**config.mk**
```make
export PLATFORM = sky130hd
export DESIGN_NAME = wb_stage
export DESIGN_NICKNAME = d
export VERILOG_FILES = /design/src/rtl/wb_stage.sv
export SDC_FILE = /design/constraint.sdc
export NUM_CORES = 1
export LEC_CHECK = 0
export ABC_AREA = 0
export BUFFER_PORTS_ARGS = -buffer_cell sky130_fd_sc_hd__buf_4
export CAP_MARGIN = 20
export CORE_MARGIN = 1.5
export CORE_UTILIZATION = 23
export CTS_BUF_LIST = sky130_fd_sc_hd__clkbuf_16
export CTS_CLUSTER_SIZE = 10
export DETAILED_ROUTE_END_ITERATION = 8
export PLACE_DENSITY = 0.5
export SETUP_SLACK_MARGIN = 0.4
export SLEW_MARGIN = 20
export SYNTH_ARGS = -nofsm -noshare
export SYNTH_HDL_FRONTEND = slang
export SYNTH_SLANG_ARGS = --single-unit
export TNS_END_PERCENT = 5
```
**constraint.sdc**
```tcl
create_clock -name clk -period 1.7 [get_ports clk]
set_clock_uncertainty 0.05 [all_clocks]
set_input_delay 0.085 -clock clk [delete_from_list [all_inputs] [get_ports clk]]
set_output_delay 0.085 -clock clk [all_outputs]
set_load 0.005 [all_outputs]
```
**src/rtl/wb_stage.sv**
```systemverilog
// Writeback stage: registers M-stage control/data, aligns BRAM load data, drives the RF write port.
// Optional retired-instruction counter built only when WB_INSTRET_EN is defined.
module wb_stage #(
  parameter int XLEN = 32
) (
  input  logic            clk,
  input  logic            rst_n,
  input  logic            stall,
  input  logic            flush,
  input  logic            valid_m,
  input  logic            reg_we_m,
  input  logic [1:0]      wb_sel_m,
  input  logic [4:0]      rd_m,
  input  logic [2:0]      funct3_m,
  input  logic [XLEN-1:0] alu_m,
  input  logic [XLEN-1:0] pc_m,
  input  logic [XLEN-1:0] dmem_dout,
  output logic            rf_we,
  output logic [4:0]      rf_wa,
  output logic [XLEN-1:0] rf_wd,
  output logic [63:0]     instret
);

  logic            valid_w;
  logic            reg_we_w;
  logic [1:0]      wb_sel_w;
  logic [4:0]      rd_w;
  logic [2:0]      funct3_w;
  logic [XLEN-1:0] alu_w;
  logic [XLEN-1:0] pcp4_w;

  // Flush only needs to kill valid; the payload fields are don't-care, so they load normally.
  always_ff @(posedge clk or negedge rst_n) begin
    if (!rst_n) begin
      valid_w  <= 1'b0;
      reg_we_w <= 1'b0;
      wb_sel_w <= 2'd0;
      rd_w     <= 5'd0;
      funct3_w <= 3'd0;
      alu_w    <= '0;
      pcp4_w   <= '0;
    end else if (flush || !stall) begin
      valid_w  <= flush ? 1'b0 : valid_m;
      reg_we_w <= reg_we_m;
      wb_sel_w <= wb_sel_m;
      rd_w     <= rd_m;
      funct3_w <= funct3_m;
      alu_w    <= alu_m;
      pcp4_w   <= pc_m + XLEN'(4);
    end
  end

  logic [1:0]      off;
  logic [7:0]      load_byte;
  logic [15:0]     load_half;
  logic [XLEN-1:0] load_data;

  assign off = alu_w[1:0];

  // Misaligned halfwords just use off[1]; no trap path exists here.
  always_comb begin
    load_byte = 8'd0;
    load_half = 16'd0;
    load_data = dmem_dout;
    case (off)
      2'd0:    load_byte = dmem_dout[7:0];
      2'd1:    load_byte = dmem_dout[15:8];
      2'd2:    load_byte = dmem_dout[23:16];
      default: load_byte = dmem_dout[31:24];
    endcase
    load_half = off[1] ? dmem_dout[31:16] : dmem_dout[15:0];
    case (funct3_w)
      3'd0:    load_data = {{(XLEN-8){load_byte[7]}}, load_byte};
      3'd4:    load_data = {{(XLEN-8){1'b0}}, load_byte};
      3'd1:    load_data = {{(XLEN-16){load_half[15]}}, load_half};
      3'd5:    load_data = {{(XLEN-16){1'b0}}, load_half};
      default: load_data = dmem_dout;
    endcase
  end

  always_comb begin
    rf_wd = '0;
    case (wb_sel_w)
      2'd0:    rf_wd = alu_w;
      2'd1:    rf_wd = load_data;
      2'd2:    rf_wd = pcp4_w;
      default: rf_wd = '0;
    endcase
  end

  assign rf_we = valid_w & reg_we_w & (rd_w != 5'd0);
  assign rf_wa = rd_w;

`ifdef WB_INSTRET_EN
  logic [63:0] instret_q;

  // A stalled instruction retires only in the cycle it leaves W.
  always_ff @(posedge clk or negedge rst_n) begin
    if (!rst_n) begin
      instret_q <= 64'd0;
    end else if (valid_w && !stall) begin
      instret_q <= instret_q + 64'd1;
    end
  end

  assign instret = instret_q;
`else
  assign instret = 64'd0;
`endif

endmodule

```
After elaboration in Yosys (flattened, before gate mapping)
Index checks and enable logic that the tools add are counted.
{ "classes": {"add_sub_neg": 1, "eq_ne": 7, "bitwise_logic": 2, "reduce_logical": 6, "muxes": 5} }
{ "op_table": {"columns": ["cell", "count"], "rows": [
  ["$pmux W32 S4", 1],
  ["$pmux W32 S3", 1],
  ["$add A32 B3 Y32 const B", 1],
  ["$pmux W8 S3", 1],
  ["$mux W16", 1],
  ["$eq A3 B3 Y1 const B", 2],
  ["$reduce_bool A5 Y1", 1],
  ["$eq A2 B1 Y1 const B", 2],
  ["$eq A2 B2 Y1 const B", 2],
  ["$logic_not A2 Y1", 2],
  ["$eq A3 B1 Y1 const B", 1],
  ["$logic_not A3 Y1", 1],
  ["$and A1 B1 Y1", 2],
  ["$logic_not A1 Y1", 1],
  ["$logic_or A1 B1 Y1", 1],
  ["$mux W1", 1]
]} }
{ "word_totals": {"output_inout_bits": 102, "reg_bits": 76, "inputBits": 112} }

Longest topological paths before layout
{ "depth": {"depth_word": 4, "ltp_mapped": 7, "depth_no_buf": 5} }

Worst setup path before layout
OpenSTA, ideal clock, no wires.
{ "synth_timing": {"path_type": "register -> output", "startpoint": "register alu_w[1]", "endpoint": "output port rf_wd[16]", "required_ps": 1565, "arrival_ps": 1672, "path_stages_with_launch": 7, "setup_slack_ps": -107, "cell_sequence": "dfrtp_1 -> buf_4 -> mux4_2 -> nand2_1 -> a2111o_1 -> buf_2 -> o211ai_1"} }
{ "synth_between": {"elab_chain_len": 4, "word_cells_on_any_way": 7} }
{ "synth_rtl": {"columns": ["element", "line", "rtl"], "rows": [
  ["from (decl)", "29", "logic [XLEN-1:0] alu_w;"],
  ["from (signal assigned)", "48", "alu_w <= alu_m;"],
  ["$eq A2 B2 Y1 (tied with other cells)", "65", "case (off)"],
  ["$pmux W8 S3", "65", null],
  ["$pmux W32 S4 (*)", "72", "case (funct3_w)"],
  ["$pmux W32 S3 (*)", "83", "case (wb_sel_w)"],
  ["to (decl)", "20", "output logic [XLEN-1:0] rf_wd,"]
]} }
Every way passes the cells marked *; elsewhere a longest branch is shown, timed or not.

Worst setup path after layout
{ "layout_timing": {"startpoint": "register alu_w[1]", "endpoint": "output port rf_wd[31]"} }
The elaborated chain is that of the path after synthesis.

==> run_results.csv <==
group,metric,value,unit
setup_path,crit_chain,"mux4_2 > buf_4 > nand2_1 > a2111o_1 > buf_4 > o211ai_1 > buf_4",
routing,drtIter0Drc,270,
timing,worst_slack,-538.4,ps
cells_and_area,drive_above_1_share,0.2914,
clocking,cts-root-buf,"clkbuf_16",
routing,vias_per_cell,4.406,
timing,drv_slew,0,
timing,hold_ws,14.06,ps
synth,async_flop_share,1.000,
cells_and_area,multi_input_area,0.002773,mm^2
synth,ys.flop_type,"dfrtp_1",
clocking,cts_sinks,76,
synth,postSynthCellCount,624,
cells_and_area,register_area,0.001904,mm^2
clocking,post_cts_buffers,0,
timing,fmax,446.7,MHz
clocking,path_clk_slew,60,ps
die,initial_utilization,0.2342,
setup_path,regToRegEndpoint,"valid_w$_DFFE_PN0P_",
setup_path,regToRegSetupSlack,420,ps
routing,num_vias,5093,
die,core_area,0.02176,mm^2
timing,setup_violations,32,
routing,drtAntennaViolNets,0,
cells_and_area,num-fill-cells,2357,
setup_path,crit_type,"flop to output pin",
place,gp_congestion,0.8691,
setup_path,crit_start,"alu_w[1]$_DFFE_PN0P_",
clocking,clk_latency,340,ps
timing,min_period_over_period,1.317,
cells_and_area,layout_common_cells,"buf_4, nand2_1, dfrtp_1, conb_1, dlygate4sd3_1",
outcome,outcome,"finished, violations left",
routing,wl_per_cell,16.19,um
synth,synth-seq-cells,76,
cells_and_area,layout.nets,983,
die,dieHeight,151.8,um
place,detailed_place_hpwl,14870,um
synth,synth_cell_type_count,49,
setup_path,worstPathMaxFanout,11,
setup_path,cp.required,1560,ps
flow_run,maxCapViolCount,0,
pwr,leakage,0.003648,uW
routing,drc_errors,0,
cells_and_area,syn_to_final_growth,50.79,%
setup_path,cpMaxStageDelayCell,"a2111o_1",
die,die-area,0.02305,mm^2
timing,tightest_slew,552.2,ps
clocking,cts_tree,"yes",
grt,use_met2,0.2640,
timing,maxSlewHeadroom,0.6311,
clocking,cts_buffer_depth,2,
synth,postSynthAreaPerCell,8.165,um^2
grt,gr-usage-all-layers,0.1621,
die,dieWidth,151.8,um
routing,wirelength,18720,um
cells_and_area,mostFrequentLayoutCell,"buf_4",
synth,syn-cell-area,0.005095,mm^2
synth,yosysWarnings,0,
setup_path,crit_path_end_kind,"output pin",
setup_path,r2r-start,"valid_w$_DFFE_PN0P_",
timing,rsz0062_at_grt,"yes",
routing,first_pass_iters,5,
die,rows,54,
worst_hold_path,hold_class,"primary input to flop",
setup_path,timing.critical_path.mode_cell,"buf_4",
grt,grt-busiest-layer,"met2",
setup_path,slowest_delay,410,ps
setup_path,startpoint_type,"flop",
pwr,power_density,722.0,mW/mm^2
timing,hold_violations,0,
synth,synth-edff-count,0,
grt,grt_pass1_vias,5091,
die,num_io_pins,214,
setup_path,cp.arrival,2100,ps
clocking,cts.htree.levels,3,
place,pre_cts_slack,-200.8,ps
grt,use_met1,0.2077,
grt,grt_pass1_wl,28840,um
grt,antenna_found_initial,2,
grt,grt_overflow,0,
grt,use_met3,0.04792,
place,portBuffers,149,
timing,period_needed,2238,ps
synth,yosysSeqAreaShare,0.3733,
setup_path,crit_path_end,"rf_wd[31]",
clocking,cts_buffers,9,
grt,grt_max_degree,41,
pwr,ir_drop,406.3,uV
outcome,violations,"negative setup slack",
setup_path,reg2reg_depth,3,
[repair_timing]
item,CTS,global route
endpoints found under the hold margin,119,0
hold buffers,60,0
pin swaps,1,0
setup endpoints to repair,34,37
resized for setup,6,2
[metal layers]
layer / vias to the layer above / share of wire / routed length, um
li1: 2522 / - / -
met1: 2404 / 0.44 / 8294
met2: 149 / 0.47 / 8837
met3: 16 / 0.071 / 1337
met4: 2 / 0.013 / 235
met5: - / 0.00069 / 13
[critical path, delay by kind of cell (launching register included)]
kind	cells	cell delay [ps]
AND/OR/NAND/NOR	1	50
buffers and inverters	3	450
multiplexers	1	360
flip-flops	1	400
AO/OA/AOI/OAI	2	510
[cell type report]
cell class,instances,share of cell area
clock buffer,9,0.02932
multi-input combinational,493,0.3609
clock inverter,7,0.007980
sequential,76,0.2479
tap,280,0.04560
inverter,14,0.006840
timing repair buffer,276,0.3011
antenna,1,0.0003257
[flip-flops by register name, summed over array words and instances (netlist names)]
signal,count
reg_we_w,1
pcp4_w,32
rf_wa,5
wb_sel_w,2
valid_w,1
funct3_w,3
alu_w,32
[cells by family (layout without fill, tap and decap cells)]
group,count (synthesis),after routing,share of synthesized area
compound gates,105,105,0.1424
other cells,1,65,0.0007360
simple gates,270,270,0.2382
buf+inv,118,306,0.1375
fa+ha+maj,1,1,0.002455
mux,41,41,0.08473
xor+xnor,12,12,0.02063
flops,76,76,0.3733
[through the flow]
stage               area (um^2)  total power, uW  std cells  setup TNS (ps)    util
floorplan                  5343             2801        687          -204.4       -
global placement           6754             3577       1079           -3894  0.3104
detailed placement         6754             3589       1079           -4138  0.3104
CTS                        7666             5611       1155          -15580  0.3524
global route               7680             5838       1155          -18760  0.3530
finish                     7682             5547       1156          -14830  0.3531
[how the worst min path moves through the flow]
stage	start	endpoint	slack (ps)	depth (start not counted)
finish	pc_m[25]	pcp4_w[25]$_DFFE_PN0P_	10	3
global placement	rst_n	funct3_w[0]$_DFFE_PN0P_	-9	1
detailed placement	rst_n	alu_w[13]$_DFFE_PN0P_	-10	1
floorplan	rst_n	alu_w[0]$_DFFE_PN0P_	-260	0
CTS	pc_m[25]	pcp4_w[25]$_DFFE_PN0P_	0.09	3
global route	pc_m[25]	pcp4_w[25]$_DFFE_PN0P_	20	3
[report_power, final]
| group | leakage (uW) | total [uW] | internal, uW | switching [uW] |
|---|---|---|---|---|
| Combinational | 0.00261 | 1600 | 847 | 756 |
| Sequential | 0.000899 | 2070 | 1970 | 102 |
| Clock | 0.000143 | 1880 | 1120 | 759 |
[synthesized netlist by cell type (8+ instances only)]
cell type,number,share of area
o22ai_1,10,0.012
mux2i_1,33,0.065
inv_1,14,0.010
nand4_1,11,0.014
a31oi_1,10,0.012
buf_4,66,0.097
o211ai_1,21,0.031
o21ai_0,30,0.029
xor2_1,9,0.015
nand2_1,181,0.13
dfrtp_1,76,0.37
nand3_1,13,0.013
nor2_1,24,0.018
a221o_1,8,0.016
clkbuf_1,29,0.021
or3_1,11,0.014
No activity file was read; power rests on OpenSTA's default activity.
